**config.mk**
```make
export PLATFORM = sky130hd
export DESIGN_NAME = row_clear_sched
export DESIGN_NICKNAME = d
export VERILOG_FILES = /design/src/rtl/row_clear_sched.sv
export SDC_FILE = /design/constraint.sdc
export NUM_CORES = 1
export LEC_CHECK = 0
export CAP_MARGIN = 20
export CORE_ASPECT_RATIO = 1.2
export CORE_MARGIN = 10
export CORE_UTILIZATION = 47
export DETAILED_ROUTE_END_ITERATION = 8
export GPL_ROUTABILITY_DRIVEN = 0
export PLACE_DENSITY_LB_ADDON = 0.25
export RECOVER_POWER = 100
export SYNTH_ARGS = -nofsm -noshare
export SYNTH_HDL_FRONTEND = slang
export SYNTH_SLANG_ARGS = --single-unit
```
**constraint.sdc**
```tcl
create_clock -name clk -period 2.87 [get_ports clk]
set_input_delay 0.287 -clock clk [delete_from_list [all_inputs] [get_ports clk]]
set_output_delay 0.287 -clock clk [all_outputs]
set_load 0.02 [all_outputs]
```
**src/rtl/row_clear_sched.sv**
```systemverilog
// Row-clear / garbage-insert sequencer for the game table; optional attack output
// enabled by defining ROW_CLEAR_ATTACK_EN (send_line is tied low otherwise).
module row_clear_sched #(
    parameter int unsigned ROWS  = 10,
    parameter int unsigned COLS  = 10,
    parameter int unsigned CNT_W = 4
) (
    input  logic                 clk,
    input  logic                 rst,
    input  logic                 start,
    input  logic [ROWS*COLS-1:0] table_in,
    input  logic                 add_line,
    input  logic [3:0]           garbage_hole,
    output logic                 busy,
    output logic                 done,
    output logic [ROWS*COLS-1:0] table_out,
    output logic [CNT_W-1:0]     lines_cleared,
    output logic [CNT_W-1:0]     pending,
    output logic                 overflow,
    output logic                 send_line
);

    localparam int unsigned N     = ROWS * COLS;
    localparam int unsigned PTR_W = (ROWS > 1) ? $clog2(ROWS) : 1;
    localparam logic [CNT_W-1:0] CntMax = '1;

    typedef enum logic [2:0] {StIdle, StScan, StShift, StGarb, StDone} state_e;

    state_e             state_q, state_d;
    logic [N-1:0]       work_q, work_d;
    logic [N-1:0]       out_q, out_d;
    logic [PTR_W-1:0]   ptr_q, ptr_d;
    logic [CNT_W-1:0]   lines_q, lines_d;
    logic [CNT_W-1:0]   pend_q, pend_d;
    logic [3:0]         hole_q, hole_d;
    logic               ovf_q, ovf_d;
    logic               done_q, done_d;

    logic [N-1:0]       down_work, shift_work, garb_work;
    logic [COLS-1:0]    cur_row, next_row, garb_row;
    logic               garb_dec;

    // Candidate tables for the SHIFT and GARB steps.
    always_comb begin
        down_work = work_q << COLS;
        for (int k = 0; k < ROWS; k++) begin
            if (k <= int'(ptr_q)) begin
                shift_work[k*COLS +: COLS] = down_work[k*COLS +: COLS];
            end else begin
                shift_work[k*COLS +: COLS] = work_q[k*COLS +: COLS];
            end
        end
        garb_row         = '1;
        garb_row[hole_q] = 1'b0;
        garb_work        = work_q >> COLS;
        garb_work[(ROWS-1)*COLS +: COLS] = garb_row;
        cur_row  = work_q[ptr_q*COLS +: COLS];
        next_row = shift_work[ptr_q*COLS +: COLS];
    end

    assign garb_dec = (state_q == StGarb) && (pend_q != '0);

    always_comb begin
        state_d = state_q;
        work_d  = work_q;
        out_d   = out_q;
        ptr_d   = ptr_q;
        lines_d = lines_q;
        pend_d  = pend_q;
        hole_d  = hole_q;
        ovf_d   = ovf_q;
        done_d  = 1'b0;

        if (add_line && !garb_dec) begin
            if (pend_q != CntMax) pend_d = pend_q + 1'b1;
        end else if (!add_line && garb_dec) begin
            pend_d = pend_q - 1'b1;
        end
        if (add_line) begin
            hole_d = (garbage_hole >= COLS) ? 4'd0 : garbage_hole;
        end

        unique case (state_q)
            StIdle: begin
                if (start) begin
                    work_d  = table_in;
                    ptr_d   = PTR_W'(ROWS - 1);
                    lines_d = '0;
                    ovf_d   = 1'b0;
                    state_d = StScan;
                end
            end
            StScan: begin
                if (&cur_row) begin
                    state_d = StShift;
                end else if (ptr_q == '0) begin
                    state_d = StGarb;
                end else begin
                    ptr_d = ptr_q - 1'b1;
                end
            end
            StShift: begin
                work_d = shift_work;
                if (lines_q != CntMax) lines_d = lines_q + 1'b1;
                // The dropped row is re-checked here, so each clear costs one cycle.
                if (&next_row) begin
                    state_d = StShift;
                end else if (ptr_q == '0) begin
                    state_d = StGarb;
                end else begin
                    ptr_d   = ptr_q - 1'b1;
                    state_d = StScan;
                end
            end
            StGarb: begin
                if (pend_q != '0) begin
                    if (|work_q[COLS-1:0]) ovf_d = 1'b1;
                    work_d = garb_work;
                end else begin
                    state_d = StDone;
                end
            end
            StDone: begin
                out_d   = work_q;
                done_d  = 1'b1;
                state_d = StIdle;
            end
            default: state_d = StIdle;
        endcase
    end

    always_ff @(posedge clk) begin
        if (rst) begin
            state_q <= StIdle;
            work_q  <= '0;
            out_q   <= '0;
            ptr_q   <= '0;
            lines_q <= '0;
            pend_q  <= '0;
            hole_q  <= '0;
            ovf_q   <= 1'b0;
            done_q  <= 1'b0;
        end else begin
            state_q <= state_d;
            work_q  <= work_d;
            out_q   <= out_d;
            ptr_q   <= ptr_d;
            lines_q <= lines_d;
            pend_q  <= pend_d;
            hole_q  <= hole_d;
            ovf_q   <= ovf_d;
            done_q  <= done_d;
        end
    end

    assign busy          = (state_q != StIdle);
    assign done          = done_q;
    assign table_out     = out_q;
    assign lines_cleared = lines_q;
    assign pending       = pend_q;
    assign overflow      = ovf_q;

`ifdef ROW_CLEAR_ATTACK_EN
    // lines_q is still zero during the first SHIFT of a pass.
    assign send_line = (state_q == StShift) && (lines_q != '0);
`else
    assign send_line = 1'b0;
`endif

endmodule

```
Word-level counts from Yosys, hierarchy flattened
Index checks and enable logic that the tools add are counted.

Flip-flop bits (word level): 221. Bits in latches: 0. Bits in writable memories: 0. Memory bits (read-only): 0. Bits of input ports: 108. Output and inout bits: 112. Word-level logic and storage cells: 106. Memories: 0.

Add/subtract/negate cells: 4. Multiply operators: 1. Divide/modulo/power cells: 0. Order comparisons: 12. Eq/ne operators: 15. Shift-type cells: 2. Muxes and demuxes: 38. Bitwise gates (word level): 1. Reductions and logical operators: 24.

Operators by type and width (number): $pmux W100 S3 (1); $mux W100 (2); $shiftx A100 B9 Y10 (2); $mux W10 (9); $mux W4 (10); $reduce_and A10 Y1 (2); $le A3 B4 Y1 const A (4); $mux W3 (4); $pmux W3 S4 (1); $pmux W4 S3 (1); $ne A2 B2 Y1 const B (5); $not A10 Y10 (1); $reduce_or A10 Y1 (1); $reduce_and A3 Y1 (3); $reduce_bool A3 Y1 (3); $add A4 B1 Y4 const B (2); $le A2 B4 Y1 const A (2); $le A4 B4 Y1 const A (2); $ne A4 B4 Y1 const B (2); $pmux W4 S2 (1); $reduce_and A4 Y1 (2); $sub A4 B1 Y4 const B (2); $mul A4 B3 Y7 const B (1); $eq A3 B2 Y1 const B (2); other kinds (19) (32).

Logic depth before layout (Yosys ltp)
Gate-level depths: netlist (run 1).

Depth after elaboration: 7. Gate-level depth with buffers: 11. Mapped depth without buffers: 10.

Worst setup path after synthesis (run 1)
OpenSTA, ideal clock, no wires.

Path kind: register to register. From: reg ptr_q[0]. To: reg ptr_q[1]. Setup time: 0.121 ns. Arrival time: 2.940 ns. Required time: 2.749 ns. Path slack: -0.191 ns. Cell stages (with the launch flop): 12. Buffers on the path: 1. Clock period less this slack: 3.061 ns. Path through: dfxtp_1 clkbuf_1 clkinv_1 ha_1 nor4_4 mux2i_1 a221o_1 a32o_1 o2111ai_2 o31ai_2 nor3_1 mux2_2.

Longest elaborated chain between the ends: 6. Elaborated cells on any way between the ends: 32. Those cells by class: 1 x add/sub; 1 x mul; 9 x order compare; 2 x eq/ne; 2 x shift; 13 x mux; 4 x reduce/logical.

Ends and longest elaborated chain: start: declaration (RTL line 32) `logic [PTR_W-1:0] ptr_q, ptr_d;`; start signal: assignment (RTL line 147) `ptr_q <= ptr_d;`; parallel branches: the longest is 6 deep, another holds $mul A4 B3 Y7.

Several ways; the timed one is not identified. The select of a mux whose other input is x is not followed. A chain may end at the register's enable or synchronous reset.

Worst setup path in the final report (run 1)
From: reg ptr_q[0]. To: reg ptr_q[3].

Same word-level chain as after synthesis.

==> results.tsv, run 1 <==
stage	metric	value	unit
setup_path	worstPathRequired	3270	ps
floorplan	ios	220	
logic_synthesis	synth-seq-cells	221	
power_and_ir_drop	seqPwrFrac	40.3	%
run	maxCapViolations	0	
cts	root_buffer	clkbuf_16	
route	routed_wl	42660	µm
timing	period_minus_slack	2736	ps
power_and_ir_drop	p_leak	5.950	nW
power_and_ir_drop	irDropWorstVdd	0.4774	mV
floorplan	die_w	160.2	µm
cts	insertion_delay	520	ps
layout	drive_above_1_share	10.27	%
timing	final.period_utilization	95.34	%
floorplan	dieHeight	188.3	µm
cts	clock_path_buffers	3	
logic_synthesis	synth_mux_area_share	3.418	%
timing	fmaxAchievable	0.3655	GHz
logic_synthesis	ys_warn_count	0	
power_and_ir_drop	power.density	606.3	nW/µm²
setup_path	slowest_delay	400	ps
route	viasPerCell	6.307	
layout	nNetsFinal	1726	
setup_path	critPathSlowestCell	dfxtp_2	
logic_synthesis	synth_top_family_by_area	compound AO/OA/AOI/OAI gates	
power_and_ir_drop	total_power	8.934	mW
logic_synthesis	synth_edf_count	0	
logic_synthesis	avgSynthCellArea	7.981	µm²
power_and_ir_drop	p_sw	2.982	mW
cts	cts.hold.buffers_added	0	
cts	h-tree-depth	1	
setup_path	endpoint_kind	flop	
logic_synthesis	yosys.area_share.adder	0.9700	%
global_routing	use_met1	32.21	%
layout	fill_cells	2036	
logic_synthesis	syn_area	11090	µm²
hold_path	hp-start	rst	
setup_path	r2r_start	ptr_q[0]	
logic_synthesis	synth_xor_area_share	0.3158	%
route	wl_per_cell	21.98	µm
logic_synthesis	synthCells	1390	
global_routing	grt_pass1_vias	11595	
logic_synthesis	syn_nets	1506	
layout	antenna_cells	0	
cts	clk_pin_slew	60	ps
cts	cts_sinks	221	
floorplan	start_util	47.81	%
setup_path	reg2regPathDepth	11	
setup_path	crit_arrival	3140	ps
hold_path	min_path_cells	2	
logic_synthesis	synth_compound_area_share	26.25	%
floorplan	core	23200	µm²
power_and_ir_drop	p_comb_share	27.0	%
outcome	run_status	finished, final reports clean	
route	drtAntennaViolNets	0	
timing	setup_viol	0	
logic_synthesis	synth_simple_gate_area_share	24.73	%
setup_path	crit_fanout	8	
cts	cts_buffers	23	
timing	slew_violations	0	
global_routing	track_usage	26.51	%
global_routing	grt_max_degree	109	
logic_synthesis	synth_cell_types	70	
global_routing	met2_usage	44.33	%
setup_path	r2r_slack	130	ps
placement	hpwl	29700	µm
power_and_ir_drop	p_int	5.952	mW
global_routing	grt-busiest-layer	met2	
global_routing	antenna_found_initial	0	
placement	port_buffers	218	
global_routing	grt.overflow.total	0	
logic_synthesis	synth_top_area_share	39.88	%
timing	relSlewSlack	24.18	%
timing	finalHoldViolCount	0	
floorplan	dieArea	30170	µm²
logic_synthesis	synth-seq-area-share	39.88	%
logic_synthesis	synthFlopType	dfxtp_1	
layout	stdcell_area	14740	µm²
logic_synthesis	synth.top_cells.by_count	278 x nand2_1, 221 x dfxtp_1, 142 x nor2_1	
hold_path	hold_class	input pin to flop	
setup_path	r2r_end	ptr_q[3]	
placement	place_area	14020	µm²
setup_path	cp_cell_sequence	clkinv_4, ha_2, nor4_4, buf_6, mux2i_1, a221o_1, a32o_1, o2111ai_2, o31ai_2, or2_1, o311a_1	
route	drcViolationCount	0	
route	first_pass_iters	6	
timing	tightest_slew	1128	ps
power_and_ir_drop	switching_share	33.38	%
setup_path	path_class	flop to flop	
floorplan	rows	61	
logic_synthesis	async_flop_share	0	%
global_routing	grt_use_met3	5.909	%
route	vias	12241	
hold_path	hold_path_end	lines_cleared[0]	
power_and_ir_drop	pwr-share-clk	32.8	%
logic_synthesis	yosysTopAreaCell	dfxtp_1	
layout	syn2layout_area_growth	32.84	%
setup_path	crit_path_start_kind	flop	
global_routing	grt_pass1_wl	66010	µm
cts	cts_tree	built	
timing	finClkSkew	11.44	ps
logic_synthesis	synth_most_common_cell	nand2_1	
logic_synthesis	synth_area_leaders	dfxtp_1 40%, nand2_1 9.4%, a221o_1 8.0%	
route	first_iter_violations	1621	
-- kinds of logic after synthesis --
| group | count (synthesis) |
|---|---|
| other cells | 1 |
| mux | 30 |
| simple gates | 607 |
| fa+ha+maj | 8 |
| buf+inv | 124 |
| xor+xnor | 4 |
| flops | 221 |
| compound gates | 395 |
-- final cells by class --
cell class,count,area (µm²),share of cell area [%]
repair buffers,313,2944,19.98
clock buffers,29,638.1,4.330
multi-input cells,1045,6217,42.19
inverters,6,27.53,0.1868
flip-flops and latches,221,4428,30.05
well taps,315,394.1,2.674
clock inverters,12,87.58,0.5943
-- worst max-delay path, delay by kind of cell (launching register included) --
kind | cells | cell delay (ps)
buffers and inverters | 2 | 260
and+or+nand+nor | 2 | 550
DFF | 1 | 400
AOI/OAI and AO/OA | 5 | 1120
adders and majority gates | 1 | 210
muxes | 1 | 90
-- sequential cells by signal, summed over array words and instances (netlist names) --
register and count:
ptr_q 4, pending 4, overflow 1, hole_q 4, work_q 100, lines_cleared 4
table_out 100, state_q 3, done 1
-- how the worst max path moves through the flow --
stage                     slack, ps  cells past startpoint     start        to
after floorplan                  30                     11  ptr_q[0]  ptr_q[3]
after global placement          130                     11  ptr_q[0]  ptr_q[3]
after detailed placement         50                     11  ptr_q[0]  ptr_q[3]
after CTS                        30                     11  ptr_q[0]  ptr_q[3]
after global routing             -2                     11  ptr_q[0]  ptr_q[3]
final                           130                     11  ptr_q[0]  ptr_q[3]
-- power groups by stage --
| stage | sequential (mW) | combinational (mW) | clock (mW) |
|---|---|---|---|
| finish | 3.60 | 2.41 | 2.93 |
| CTS | 3.58 | 2.36 | 2.96 |
| detailed placement | 3.65 | 2.34 | 0 |
| global route | 3.61 | 2.57 | 3.08 |
| global placement | 3.64 | 2.31 | 0 |
| floorplan | 3.56 | 1.41 | 0 |
-- cell usage in the layout (no fill, tap or decap), types with 33 or more instances in the layout --
cell / synthesis / routed
dlygate4sd3_1: 0 / 112
clkdlybuf4s50_1: 0 / 105
nor2_1: 142 / 140
nand3_1: 33 / 33
a22oi_1: 91 / 91
nand2_1: 278 / 277
a221o_1: 89 / 89
a21oi_1: 120 / 120
buf_4: 2 / 80
and3_1: 80 / 80
dfxtp_1: 221 / 218
-- metal layers --
metal  share of wire (%)  up-vias
li1                    -     5562
met1                  37     5763
met2                  48      776
met3                  11      140
met4                 4.3        0
met5                   0        -
-- repair_timing --
item	CTS	global route
gates resized for setup	0	2
endpoints found under the setup margin	0	5
setup buffers	0	1
-- metrics by stage --
step | setup slack [ps] | cells | setup TNS, ps | utilization, % | hold slack [ps]
finish | 133.7 | 1941 | 0 | 63.51 | 126.2
global route | -1.713 | 1941 | -1.713 | 63.51 | 135.0
CTS | 30.38 | 1939 | 0 | 63.57 | 123.2
detailed placement | 47.44 | 1898 | 0 | 60.45 | 446.7
global placement | 134.1 | 1897 | 0 | 60.42 | 440.7
floorplan | 26.19 | 1390 | 0 | - | 446.0
No activity file was read; power rests on OpenSTA's default activity.
==> run 2: changes to the inputs <==
Settings changed: RECOVER_POWER 100 to default.
==> results.tsv, run 2 (synthesis gave the netlist of run 1 again) <==
stage	metric	value	unit	change
layout	antenna_cells	0		unchanged
layout	finalNonFillerCells	1941		unchanged
timing	final.period_utilization	95.29	%	about the same
run	maxCapViolations	0		unchanged
timing	tns	0	ps	unchanged
global_routing	grt_pass1_wl	66010	µm	unchanged
power_and_ir_drop	p_leak	5.573	nW	-6.3%
cts	insertion_delay	520	ps	about the same
setup_path	path_class	flop to flop		
cts	cts_buffers	23		unchanged
setup_path	critPathSlowestCell	dfxtp_2		
layout	final_cell_mix	277 x nand2_1, 218 x dfxtp_1, 217 x clkdlybuf4s50_1		
layout	syn2layout_area_growth	33.15	%	
floorplan	ios	220		unchanged
timing	slew_violations	0		unchanged
power_and_ir_drop	pwr-share-clk	32.7	%	about the same
setup_path	cp_cell_sequence	clkinv_4, ha_2, nor4_4, buf_6, mux2i_1, a221o_1, a32o_1, o2111ai_2, o31ai_2, or2_1, o311a_1		
timing	holdWs	124.9	ps	-1.273 ps
timing	tightest_slew	1141	ps	+13.07 ps
floorplan	dieHeight	188.3	µm	unchanged
cts	clock_path_buffers	3		unchanged
power_and_ir_drop	irDropWorstVdd	0.4787	mV	+0.28%
layout	drive_above_1_share	10.33	%	+0.062 points
floorplan	core	23200	µm²	unchanged
timing	finalHoldViolCount	0		unchanged
floorplan	dieArea	30170	µm²	unchanged
route	wl_per_cell	22.03	µm	+0.24%
cts	root_buffer	clkbuf_16		
placement	pre_cts_slack	47.44	ps	unchanged
setup_path	reg2regPathDepth	11		unchanged
timing	relSlewSlack	23.30	%	-0.88 points
global_routing	track_usage	26.51	%	unchanged
timing	fmaxAchievable	0.3656	GHz	about the same
route	viasPerCell	6.285		-0.33%
layout	layout_commonest_cell	nand2_1		
floorplan	rows	61		unchanged
setup_path	endpoint_kind	flop		
setup_path	crit_arrival	3130	ps	about the same
placement	hpwl	29700	µm	unchanged
cts	cts_sinks	221		unchanged
power_and_ir_drop	p_comb_share	27.1	%	about the same
setup_path	crit_fanout	8		unchanged
power_and_ir_drop	switching_share	33.39	%	about the same
power_and_ir_drop	p_sw	2.991	mW	+0.30%
route	first_pass_iters	9		+3
route	drcViolationCount	0		unchanged
global_routing	grt.overflow.total	0		unchanged
power_and_ir_drop	p_int	5.968	mW	+0.26%
timing	period_minus_slack	2735	ps	-1.445 ps
setup_path	crit_path_start_kind	flop		
timing	finClkSkew	14.04	ps	+2.603 ps
global_routing	grt_pass1_vias	11595		unchanged
layout	fill_cells	2031		-0.25%
timing	setup_viol	0		unchanged
route	routed_wl	42760	µm	+0.24%
cts	cts_tree	built		
global_routing	grt_max_degree	109		unchanged
route	first_iter_violations	1583		-2.3%
setup_path	slowest_delay	400	ps	about the same
route	drtAntennaViolNets	0		unchanged
global_routing	antenna_found_initial	0		unchanged
placement	port_buffers	218		unchanged
cts	clk_pin_slew	60	ps	about the same
outcome	run_status	finished, final reports clean		
power_and_ir_drop	power.density	606.5	nW/µm²	about the same
hold_path	hold_class	input pin to flop		
floorplan	die_w	160.2	µm	unchanged
hold_path	min_path_cells	2		unchanged
power_and_ir_drop	seqPwrFrac	40.2	%	about the same
cts	h-tree-depth	1		unchanged
layout	nNetsFinal	1726		unchanged
placement	dp_cells	1898		unchanged
route	vias	12200		-0.33%
setup_path	worstPathRequired	3270	ps	about the same
timing	layout_setup_ws	135.1	ps	+1.445 ps
floorplan	start_util	47.81	%	unchanged
run 2: changes by cell type in the layout (fill, tap and decap cells not counted), sizes merged:
cell and change:
buf +7, clkdlybuf4s50 +112, dlygate4sd3 -112, clkbuf -7
run 2: stage by stage:
step,cell area (µm²),power (mW),util [%]
after floorplan,11120,4.971,-
after global placement,14020,5.949,60.42
after detailed placement,14020,5.989,60.45
after CTS,14750,8.890,63.57
after global routing,14770,9.271,63.66
final,14770,8.959,63.66
run 2: power by group through the flow:
| stage | registers (mW) | clock network (mW) | logic, mW |
|---|---|---|---|
| 2_1_floorplan | 3.56 | 0 | 1.41 |
| 3_3_place_gp | 3.64 | 0 | 2.31 |
| 3_5_place_dp | 3.65 | 0 | 2.34 |
| 4_1_cts | 3.58 | 2.96 | 2.36 |
| 5_1_grt | 3.61 | 3.08 | 2.58 |
| 6_report | 3.60 | 2.93 | 2.43 |
run 2: worst paths after layout:
| check | startpoint | end | slack [ps] |
|---|---|---|---|
| min | rst | lines_cleared[0] | 120 |
| max | ptr_q[0] | ptr_q[3] | 140 |
| max reg2reg | ptr_q[0] | ptr_q[3] | 140 |
| min reg2reg | table_out[31] | table_out[31] | 450 |
run 2: final cells by class:
class / count / area, µm² / share of cell area (%)
clock buffer: 29 / 638.1 / 4.320
timing repair buffer: 313 / 2973 / 20.13
sequential: 221 / 4428 / 29.98
clock inverter: 12 / 87.58 / 0.5930
inverter: 6 / 27.53 / 0.1864
multi-input combinational: 1045 / 6222 / 42.13
tap: 315 / 394.1 / 2.668
run 2: worst max-delay path: cells and delay by family (launching register included):
family | cells | cell delay, ps
compound gates | 5 | 1110
fa+ha+maj | 1 | 210
buf+inv | 2 | 260
flops | 1 | 400
mux | 1 | 90
simple gates | 2 | 550
run 2: layer usage:
layer,wire length [µm],up-vias,global-route usage (%)
met4,1953,0,11.03
met1,15910,5732,32.21
met2,20280,745,44.33
li1,-,5563,-
met5,0,-,0
met3,4610,160,5.909
run 2: repair_timing:
action                                  4_1_cts  5_1_grt
hold buffers                                  0        0
gates resized for setup                       0        2
endpoints found under the setup margin        0        5
setup buffers                                 0        1
